## src/rtl/fu_mult_sequencer.sv

```systemverilog
// Shift-and-add multiply sequencer that drives an external combinational function unit.
// Optional build macro MULT_ZERO_SKIP_EN: zero operands finish in one cycle without FU operations.
module fu_mult_sequencer #(
  parameter int WIDTH = 16
) (
  input  logic               clock,
  input  logic               reset,
  input  logic               start,
  input  logic [WIDTH-1:0]   mcand,
  input  logic [WIDTH-1:0]   mplier,
  output logic               busy,
  output logic               done,
  output logic [2*WIDTH-1:0] product,
  output logic [3:0]         fu_FS,
  output logic [WIDTH-1:0]   fu_A,
  output logic [WIDTH-1:0]   fu_B,
  input  logic [WIDTH-1:0]   fu_result,
  input  logic               fu_C
);

  localparam int CNT_W = $clog2(WIDTH);
  localparam logic [CNT_W-1:0] CNT_LAST = CNT_W'(WIDTH - 1);

  localparam logic [3:0] FS_XFER = 4'b0000;
  localparam logic [3:0] FS_ADD  = 4'b0010;
  localparam logic [3:0] FS_SHR  = 4'b1101;

  typedef enum logic [1:0] {S_IDLE, S_ADD, S_SHIFT, S_DONE} state_t;

  state_t             state, state_nxt;
  logic [WIDTH-1:0]   m_reg, m_nxt;
  logic [WIDTH-1:0]   p_reg, p_nxt;
  logic [WIDTH-1:0]   q_reg, q_nxt;
  logic               cy_reg, cy_nxt;
  logic [CNT_W-1:0]   cnt_reg, cnt_nxt;
  logic [2*WIDTH-1:0] product_nxt;

  always_ff @(posedge clock) begin
    if (reset) begin
      state   <= S_IDLE;
      m_reg   <= '0;
      p_reg   <= '0;
      q_reg   <= '0;
      cy_reg  <= 1'b0;
      cnt_reg <= '0;
      product <= '0;
    end else begin
      state   <= state_nxt;
      m_reg   <= m_nxt;
      p_reg   <= p_nxt;
      q_reg   <= q_nxt;
      cy_reg  <= cy_nxt;
      cnt_reg <= cnt_nxt;
      product <= product_nxt;
    end
  end

  always_comb begin
    state_nxt   = state;
    m_nxt       = m_reg;
    p_nxt       = p_reg;
    q_nxt       = q_reg;
    cy_nxt      = cy_reg;
    cnt_nxt     = cnt_reg;
    product_nxt = product;
    fu_FS       = FS_XFER;
    fu_A        = '0;
    fu_B        = '0;
    busy        = 1'b1;
    done        = 1'b0;

    case (state)
      S_IDLE: begin
        busy = 1'b0;
        if (start) begin
          m_nxt     = mcand;
          q_nxt     = mplier;
          p_nxt     = '0;
          cy_nxt    = 1'b0;
          cnt_nxt   = '0;
          state_nxt = S_ADD;
`ifdef MULT_ZERO_SKIP_EN
          if ((mcand == '0) || (mplier == '0)) begin
            q_nxt       = '0;
            product_nxt = '0;
            state_nxt   = S_DONE;
          end
`endif
        end
      end

      // A+0 with carry 0 when the multiplier bit is clear keeps the FU path uniform.
      S_ADD: begin
        fu_A      = p_reg;
        fu_B      = m_reg;
        fu_FS     = q_reg[0] ? FS_ADD : FS_XFER;
        p_nxt     = fu_result;
        cy_nxt    = fu_C;
        state_nxt = S_SHIFT;
      end

      // The FU shifts P right; the latched carry refills its top bit and P[0] moves into Q.
      S_SHIFT: begin
        fu_FS  = FS_SHR;
        fu_B   = p_reg;
        p_nxt  = {cy_reg, fu_result[WIDTH-2:0]};
        q_nxt  = {p_reg[0], q_reg[WIDTH-1:1]};
        cy_nxt = 1'b0;
        if (cnt_reg == CNT_LAST) begin
          product_nxt = {p_nxt, q_nxt};
          state_nxt   = S_DONE;
        end else begin
          cnt_nxt   = cnt_reg + 1'b1;
          state_nxt = S_ADD;
        end
      end

      S_DONE: begin
        done      = 1'b1;
        state_nxt = S_IDLE;
      end

      default: state_nxt = S_IDLE;
    endcase
  end

endmodule

```

## config.mk

```make
export PLATFORM = sky130hd
export DESIGN_NAME = fu_mult_sequencer
export DESIGN_NICKNAME = d
export VERILOG_FILES = /design/src/rtl/fu_mult_sequencer.sv
export SDC_FILE = /design/constraint.sdc
export NUM_CORES = 1
export LEC_CHECK = 0
export CAP_MARGIN = 20
export CORE_ASPECT_RATIO = 1.75
export CORE_UTILIZATION = 49
export DETAILED_ROUTE_END_ITERATION = 8
export MAX_ROUTING_LAYER = met4
export PLACE_DENSITY = 0.84
export RECOVER_POWER = 25
export SLEW_MARGIN = 30
export SYNTH_ARGS = -nofsm -noshare
export SYNTH_HDL_FRONTEND = slang
export SYNTH_SLANG_ARGS = --single-unit
```

## constraint.sdc

```tcl
create_clock -name clock -period 3.6 [get_ports clock]
set_input_delay 0.72 -clock clock [delete_from_list [all_inputs] [get_ports clock]]
set_output_delay 0.72 -clock clock [all_outputs]
set_load 0.01 [all_outputs]
```

==> Word-level counts from Yosys, hierarchy flattened <==
Cells that the tools add are included.
{ "classes": {"n_addsub": 1, "n_eq_ne": 6, "muxes": 18, "n_reduce_logical": 8} }
{ "op_table": {"columns": ["op", "count"], "rows": [
  ["case mux 16 bit (2 select lines)", 2],
  ["two-way mux 16 bit", 3],
  ["case mux 16 bit (3 select lines)", 1],
  ["case mux 4 bit (2 select lines)", 2],
  ["two-way mux 4 bit", 2],
  ["case mux 2 bit (4 select lines)", 1],
  ["AND reduction 2 bit", 4],
  ["two-way mux 2 bit", 3],
  ["adder 4 x 1 -> 4 bit (second input constant)", 1],
  ["== test 2 bit (second input constant)", 2],
  ["== test 4 bit (second input constant)", 1],
  ["!= test 2 bit (second input constant)", 2],
  ["two-way mux 1 bit", 3],
  ["case mux 1 bit (3 select lines)", 1],
  ["AND reduction 3 bit", 1],
  ["nonzero test 3 bit", 1],
  ["== test 2 x 1 -> 1 bit (second input constant)", 1],
  ["logical NOT 2 bit", 1],
  ["nonzero test 2 bit", 1]
]} }
{ "totals": {"reg_bits": 87, "inputBits": 52, "out_inout_bits": 70, "wordCells": 40} }

==> Depth between registers and ports, before layout <==
{ "depth": {"ltp_word": 3, "depth_mapped": 8, "mapped_depth_nobuf": 5} }

==> Worst setup path before layout <==
Ideal clock, no wire load.
{ "synth_path": {"path_type": "flip-flop to output port", "from": "register state[0]", "to": "output port fu_B[0]", "t_arrival_ns": 1.684, "required_ns": 2.880, "path_slack_ns": 1.196, "stages_incl_launch_ff": 8, "n_path_buf": 3, "cell_sequence": "dfxtp_1 > inv_1 > ha_1 > clkbuf_1 > buf_2 > clkbuf_1 > a22oi_1 > nor2b_1"} }
{ "synth_between": {"elab_chain_len": 2, "word_cells_on_any_way": 3, "classes_between": "2 x eq/ne; 1 x mux"} }
{ "synth_lines": {"columns": ["item", "line", "text"], "rows": [
  ["start, declared", "30", "state_t state, state_nxt;"],
  ["start signal, assigned", "48", "state <= state_nxt;"],
  ["== test 2 bit / == test 2 x 1 -> 1 bit (equally long branches)", "72", "case (state)"],
  ["case mux 16 bit (2 select lines) *", "72", null],
  ["end, declared", "16", "output logic [WIDTH-1:0] fu_B,"]
]} }
Every way passes the cells marked *; elsewhere a longest branch is shown, timed or not.

==> Worst setup path after layout <==
{ "layout_path": {"from": "register state[0]", "to": "output port fu_FS[2]"} }
{ "layout_between": {"elab_chain_len": 2, "word_cells_on_any_way": 3, "classes_between": "2 x eq/ne; 1 x mux"} }
{ "layout_lines": {"columns": ["item", "line", "text"], "rows": [
  ["== test 2 bit / == test 2 x 1 -> 1 bit (equally long branches)", "72", null],
  ["case mux 4 bit (2 select lines) *", "72", null],
  ["end, declared", "14", "output logic [3:0] fu_FS,"]
]} }
Marked as above.

==> impl_metrics.tcl <==
set metrics [dict create \
    syn-instance-count 463 \
    worst_pin_slew_ns 0.921 \
    wirelength_mm 9.98 \
    final.setup.tns_ns 0 \
    cp_max_fo 28 \
    crit_buf_inv 3 \
    synth_common_cells "nand2_1 (114), dfxtp_1 (87), a21oi_1 (68)" \
    grt.overflow.total 0 \
    synth-compound-area-share 0.173 \
    ant_nets 0 \
    worstHoldStart "product[28]" \
    die_h_um 118 \
    synth_most_common_cell "nand2_1" \
    ctsResizeCount 0 \
    clk_latency_ns 0.34 \
    cp.required_ns 2.88 \
    largest_register_ffs 32 \
    placementRows 41 \
    fin_nets 618 \
    fmax_mhz 332 \
    cts_made_buffers 9 \
    die_area_sq_um 8050 \
    cpMaxStageDelayCell "clkdlybuf4s50_1" \
    htreeDepth 3 \
    r2r_start "state[0]" \
    crit_type "reg -> out" \
    n_antenna_cell 0 \
    first_global_vias 3413 \
    synth-warning-count 0 \
    gp_congestion 0.867 \
    synth_ff_type "dfxtp_1" \
    path_cells "inv_1, ha_2, buf_4, clkdlybuf4s50_1" \
    synth_top_family_by_area "simple AND/OR/NAND/NOR gates" \
    dp_hpwl_mm 7.18 \
    slew_headroom 0.374 \
    synth.ff_latch_count 87 \
    grtUsageTotal 0.270 \
    clkTransAtPathRegs_ns 0.06 \
    yosys.area_share.simple 0.234 \
    syn_nets 522 \
    p_leak_nw 1.84 \
    setup_viol 0 \
    grt_pass1_wl_mm 16.0 \
    critPathArrivalTime_ns 2.29 \
    ys_seq_area_frac 0.463 \
    hold_violations 0 \
    cts_root_buf "clkbuf_16" \
    synth.area.mux_share 0.0548 \
    tritoncts "built" \
    avgSynthCellArea_sq_um 8.13 \
    min_path_type "reg -> reg" \
    skew_ns 0.00505 \
    initialDrtViolationCount 244 \
    vias 3603 \
    antenna_found_initial 0 \
    status "finished, final reports clean" \
    critPathLaunch "state[0]" \
    syn_area_sq_um 3760 \
    slew_violations 0 \
    finalCritPeriodShare 0.837 \
    clockBufferDepth 2 \
    powerDensity_nw_per_um2 459 \
    vdd_drop_max_uv 336 \
    cts_setup_buffers 0 \
    wl_per_cell_um 15.3 \
    netlist_top_cells_area "dfxtp_1 (46%), nand2_1 (11%), a21oi_1 (9.0%)" \
    synth_xor_area_frac 0 \
    async_reset_ff_frac 0 \
    synth_top_area_cell "dfxtp_1" \
    io_pins 122 \
    cts_sinks 87 \
    initial_core_util 0.513 \
    power_w 0.00240 \
    end_kind "output pin" \
    synth-adder-area-share 0.0233 \
    maxCapViolCount 0 \
    grt_max_degree 36 \
    grt_setup_unrepaired "no" \
    top_register "product" \
    first_pass_iters 4 \
    vias_per_cell 5.54 \
    portBuffers 121 \
    nFillCells 574 \
    min_period_ns 3.01 \
    post-route-drc-count 0 \
    crit_family "buffers and inverters" \
    setup.worst_path.start_class "flip-flop" \
    synth_edf_count 0 \
    synth_top_area_share 0.463 \
    drive_gt1_frac 0.0496 \
    cts_hold_buf 0 \
    area_growth_pct 38.7 \
    core_sq_um 7340 \
    die_w_um 68.3 \
    ys_types 33 \
    cp_slowest_stage_delay_ns 0.63 \
]
[path summary, 6_finish.rpt]
path	end	slack, ns	depth (start not counted)
worst min-delay path	product[28]	0.45	2
worst max register to register	q_reg[6]	1.17	6
worst max-delay path	fu_FS[2]	0.59	4
worst min register to register	product[28]	0.45	2
[cells by family (layout without fill, tap and decap cells)]
kind of cell	after synthesis	after routing
AND/OR/NAND/NOR	193	193
adder cells (fa/ha/maj)	7	7
flip-flops	87	87
AO/OA/AOI/OAI	110	110
buffers and inverters	46	147
multiplexers	20	20
[where the power goes]
part | internal (W) | leakage, nW | switching [W]
clock | 0.000500 | 0.142 | 0.000364
combinational | 0.000197 | 0.988 | 0.000259
sequential | 0.00103 | 0.708 | 0.0000495
total | 0.00172 | 1.84 | 0.000672
[metrics by stage]
step                      utilization  cells  setup WS, ns  hold slack [ns]  instance area [sq um]
after CTS                       0.712    650         0.592            0.455                   5220
after floorplan                     -    463          1.20            0.437                   3760
after detailed placement        0.674    634         0.963            0.447                   4950
final                           0.712    650         0.587            0.452                   5220
after global placement          0.674    634         0.994            0.442                   4950
after global routing            0.712    650         0.492            0.468                   5220
[layout make-up]
class                           count  area [sq um]  area share
Multi-Input combinational cell    330          1830       0.350
Sequential cell                    87          1740       0.333
Timing Repair Buffer              128          1260       0.241
Clock buffer                       12           256      0.0491
Tap cell                           86           108      0.0206
Clock inverter                      4          20.0     0.00383
Inverter                            3          11.3     0.00216
[cells in the final DEF, fill, tap and decap left out, types with 2 or more instances in the layout]
| cell type | n |
|---|---|
| nor2_1 | 19 |
| clkinv_2 | 4 |
| and2_1 | 16 |
| a22oi_1 | 16 |
| dfxtp_1 | 87 |
| inv_1 | 3 |
| a211oi_1 | 18 |
| a21oi_1 | 68 |
| nand2_1 | 114 |
| clkbuf_16 | 9 |
| nand3_1 | 3 |
| mux2_2 | 2 |
| clkdlybuf4s50_1 | 99 |
| nand4_1 | 16 |
| dlygate4sd3_1 | 21 |
| o21ai_0 | 3 |
| mux2i_1 | 17 |
| clkbuf_8 | 2 |
| buf_4 | 7 |
| ha_1 | 6 |
| nor2b_1 | 16 |
[layer usage]
metal | vias to the layer above | global-route usage | wire length [um]
met2 | 112 | 0.462 | 5360
met4 | 0 | 0.0990 | 241
li1 | 1776 | - | -
met3 | 17 | 0.0678 | 427
met5 | - | - | 0
met1 | 1698 | 0.286 | 3950
[worst min-delay path, delay by kind of cell (launching register included)]
family,cells,cell delay [ns]
AOI/OAI and AO/OA,1,0.05
DFF,1,0.30
and+or+nand+nor,1,0.05
Power figures use the tool's default switching activity.
